<file path="src/rtl/stop_watch_top.sv">
// Minutes:seconds stopwatch with IDLE/RUNNING/PAUSED control FSM and a tick prescaler.
// Control priority on each edge is reset > stop > start. All outputs are registered.
module stop_watch_top #(
  parameter int unsigned CLK_DIV = 1
) (
  input  logic       clk,
  input  logic       rst_n,
  input  logic       start,
  input  logic       stop,
  input  logic       reset,
  output logic [7:0] minutes,
  output logic [5:0] seconds,
  output logic [1:0] status
);

  localparam int unsigned PW = (CLK_DIV > 1) ? $clog2(CLK_DIV) : 1;
  localparam int unsigned SW = 6;
  localparam int unsigned MW = 8;

  localparam logic [1:0] ST_IDLE    = 2'b00;
  localparam logic [1:0] ST_RUNNING = 2'b01;
  localparam logic [1:0] ST_PAUSED  = 2'b10;

  logic [1:0]    state_q, state_d;
  logic [PW-1:0] presc_q, presc_d;
  logic [SW-1:0] sec_q,   sec_d;
  logic [MW-1:0] min_q,   min_d;

  // State and counter registers
  always_ff @(posedge clk or negedge rst_n) begin
    if (!rst_n) begin
      state_q <= ST_IDLE;
      presc_q <= '0;
      sec_q   <= '0;
      min_q   <= '0;
    end else begin
      state_q <= state_d;
      presc_q <= presc_d;
      sec_q   <= sec_d;
      min_q   <= min_d;
    end
  end

  // Next-state, prescaler and time-of-day update
  always_comb begin
    state_d = state_q;
    presc_d = presc_q;
    sec_d   = sec_q;
    min_d   = min_q;

    if (reset) begin
      state_d = ST_IDLE;
      presc_d = '0;
      sec_d   = '0;
      min_d   = '0;
    end else begin
      case (state_q)
        ST_IDLE: begin
          presc_d = '0;
          if (!stop && start) state_d = ST_RUNNING;
        end
        ST_RUNNING: begin
          if (stop) begin
            state_d = ST_PAUSED;
          end else if (presc_q == PW'(CLK_DIV - 1)) begin
            presc_d = '0;
            if (sec_q == SW'(59)) begin
              sec_d = '0;
              min_d = (min_q == MW'(99)) ? '0 : min_q + MW'(1);
            end else begin
              sec_d = sec_q + SW'(1);
            end
          end else begin
            presc_d = presc_q + PW'(1);
          end
        end
        ST_PAUSED: begin
          if (!stop && start) state_d = ST_RUNNING;
        end
        default: begin
          state_d = ST_IDLE;
          presc_d = '0;
          sec_d   = '0;
          min_d   = '0;
        end
      endcase
    end
  end

  assign minutes = min_q;
  assign seconds = sec_q;
  assign status  = state_q;

endmodule

</file>
<file path="config.mk">
export PLATFORM = sky130hd
export DESIGN_NAME = stop_watch_top
export DESIGN_NICKNAME = d
export VERILOG_FILES = /design/src/rtl/stop_watch_top.sv
export SDC_FILE = /design/constraint.sdc
export NUM_CORES = 1
export LEC_CHECK = 0
export BUFFER_PORTS_ARGS = -buffer_cell sky130_fd_sc_hd__buf_2
export CAP_MARGIN = 25
export CORE_MARGIN = 2
export CORE_UTILIZATION = 52
export CTS_BUF_LIST = sky130_fd_sc_hd__clkbuf_16
export CTS_CLUSTER_SIZE = 20
export DETAILED_ROUTE_END_ITERATION = 12
export GPL_TIMING_DRIVEN = 0
export PLACE_DENSITY = 0.74
export SETUP_SLACK_MARGIN = 0.05
export SLEW_MARGIN = 25
export SYNTH_ARGS = -nofsm -noshare
export SYNTH_HDL_FRONTEND = slang
export SYNTH_SLANG_ARGS = --single-unit
</file>
<file path="constraint.sdc">
create_clock -name clk -period 2.2 [get_ports clk]
set_input_delay 0.33 -clock clk [delete_from_list [all_inputs] [get_ports clk]]
set_output_delay 0.33 -clock clk [all_outputs]
set_load 0.02 [all_outputs]
</file>
==> out/qor.yml <==
status: "finished with violations"
failed_checks: "negative hold slack"
grt_max_degree: 17
clk_latency_ns: 0.24
tightestPinTransition_ns: 0.417
drc_errors: 0
placed_cells: 130
powerDensity_nw_per_um2: 630
drtIter0Drc: 43
async_reset_ff_share_pct: 100
final_cells: 134
port_buffers: 20
postCtsSetupBuffers: 0
cts_tree: "yes"
ys_top_cells_by_area: "dfrtp_1, a22oi_1, o31ai_1, o41ai_1, or4_1"
finalCritPeriodShare_pct: 84.2
arrival_ns: 1.97
antenna_left: 0
max_slew_margin_pct: 71.9
fmax_ghz: 0.540
syn_area_um2: 922
r2r_end: "minutes[0]"
yosysMostFrequentCell: "dfrtp_1"
drive_gt1_share_pct: 29.1
p_leak_uw: 0.000511
core_area_um2: 1690
finalSetupViolCount: 0
routed_via_density: 6.33
areaGrowthSynthToFinish_pct: 21.7
r2r-start: "seconds[0]"
finalNetCount: 125
synth-seq-cells: 16
via_count: 848
final_max_slew_viol_count: 0
fin_setup_tns_ns: 0
cp-start-kind: "flip-flop"
r2r_slack_ns: 0.35
ys_seq_area_share_pct: 43.4
syn-instance-count: 93
dieArea_um2: 2130
fp.dieW_um: 46.1
synth.top_cells.by_count: "dfrtp_1, a21oi_1, a22oi_1, o31ai_1"
critPathKind: "flip-flop to flip-flop"
htreeDepth: 1
netlist.area_leader.share_pct: 43.4
rsz0062_at_grt: "false"
die_h_um: 46.1
grt_pass1_vias: 751
clockBufferDepth: 2
vdd_drop_max_mv: 0.473
reg2reg_depth: 6
grt_overflow: 0
cts_buffers: 3
hold_violations: 16
synth_edf_count: 0
crit_fanout: 10
fin_crit_ns: 1.85
num-fill-cells: 145
cts.sinks: 16
row_count: 15
start_util_pct: 54.6
cp-startpoint: "seconds[0]"
routabilityCongestion: 0.789
fin_hold_ws_ns: -0.0105
grt_pass1_wl_um: 3330
yosysWarnings: 0
hpwl_um: 1500
ctsResizeCount: 0
synth_top_cell_by_area: "dfrtp_1"
grt_usage_pct: 22.2
finClkSkew_ns: 0.00436
wl_um: 2070
endpoint: "minutes[0]"
clk_pin_slew_worst_paths_ns: 0.05
cp.required_ns: 2.32
synth.distinct_cells: 34
cts-root-buf: "clkbuf_16"
total_power_uw: 707
antenna_found_initial: 0
holdCritPathClass: "input pin to async pin"
pin_count: 21
syn_nets: 100
wl_per_cell_um: 15.5
firstDrtPassIters: 4
ys.flop_type: "dfrtp_1"
cp-end-kind: "flip-flop"
n_antenna_cell: 0
ctsHoldBuffers: 0
syn_area_per_cell_um2: 9.92
max_cap_viol_count: 0
-- cells in the final DEF (no fill, tap or decap) --
| cell type | n |
|---|---|
| a21bo_2 | 1 |
| a21o_1 | 1 |
| a21oi_1 | 6 |
| a21oi_2 | 1 |
| a22oi_1 | 6 |
| a22oi_2 | 1 |
| a32o_1 | 1 |
| buf_2 | 22 |
| buf_6 | 1 |
| clkbuf_16 | 3 |
| clkinv_1 | 1 |
| dfrtp_1 | 16 |
| ha_1 | 2 |
| inv_1 | 4 |
| inv_2 | 1 |
| mux2_1 | 1 |
| nand2_1 | 5 |
| nand2_2 | 1 |
| nand2b_1 | 1 |
| nand3_1 | 3 |
| nand4_1 | 1 |
| nand4b_1 | 1 |
| nor2_1 | 5 |
| nor2_2 | 1 |
| nor3_1 | 2 |
| nor3b_2 | 1 |
| nor4_1 | 1 |
| o21ai_0 | 1 |
| o21ai_1 | 2 |
| o31a_1 | 1 |
| o31ai_1 | 6 |
| o41ai_1 | 5 |
| or3_1 | 4 |
| or4_1 | 5 |
| or4_4 | 1 |
| or4b_1 | 2 |
-- per-stage QoR --
stage | hold slack, ns | setup slack (ns) | util, % | area [µm²]
4_1_cts | 0.00461 | 0.370 | 66.4 | 1120
2_1_floorplan | 0.0344 | 0.402 | - | 922
3_5_place_dp | 0.265 | 0.365 | 61.8 | 1040
3_3_place_gp | 0.257 | 0.397 | 61.8 | 1040
5_1_grt | 0.0215 | 0.265 | 66.4 | 1120
6_report | -0.0105 | 0.348 | 66.4 | 1120
-- cell type report --
class | instances | area, µm² | share of cell area (%)
clock buffer | 3 | 75.1 | 6.69
inverter | 5 | 18.8 | 1.67
buffer | 3 | 21.3 | 1.90
sequential | 16 | 400 | 35.7
tap | 17 | 21.3 | 1.90
clock inverter | 1 | 3.75 | 0.334
multi-input combinational | 69 | 482 | 42.9
timing repair buffer | 20 | 100 | 8.92
-- worst max-delay path: stages (launching register included) --
cell and delay (ns):
dfrtp_1 0.40, ha_1 0.19, nand2_1 0.07, o31a_1 0.31, buf_6 0.17, nor2_2 0.23, mux2_1 0.36
-- where the power goes --
group          internal (µW)  switching [µW]  total, µW
Combinational           16.3            38.0       54.3
Sequential               298            4.47        303
Clock                    241             109        350
Total                    555             151        707
-- state kept, by name, indices dropped and copies added, names as in the netlist --
register	cells
minutes	8
seconds	6
status	2
-- layer usage --
metal / vias up / part of all wire [%] / GRT usage [%]
met5: - / 0 / 0
met4: 0 / 1.2 / 10.9
met3: 4 / 3.1 / 3.53
met2: 21 / 46 / 33.6
met1: 401 / 50 / 30.6
li1: 422 / - / -
-- cell families after synthesis --
kind of cell             synth area share, %
multiplexers                            1.22
buffers and inverters                   4.34
adder cells (fa/ha/maj)                 2.71
AO/OA/AOI/OAI                           25.6
AND/OR/NAND/NOR                         22.7
flip-flops                              43.4
-- how the worst min path moves through the flow --
| stage | end | slack, ns | cells past startpoint |
|---|---|---|---|
| global placement | minutes[6] | 0.26 | 1 |
| global route | minutes[4] | 0.02 | 1 |
| finish | minutes[4] | -0.01 | 1 |
| detailed placement | minutes[6] | 0.27 | 1 |
| floorplan | minutes[0] | 0.03 | 0 |
| CTS | minutes[4] | 0.005 | 1 |
Note: power is estimated with default switching activity, not from simulation.
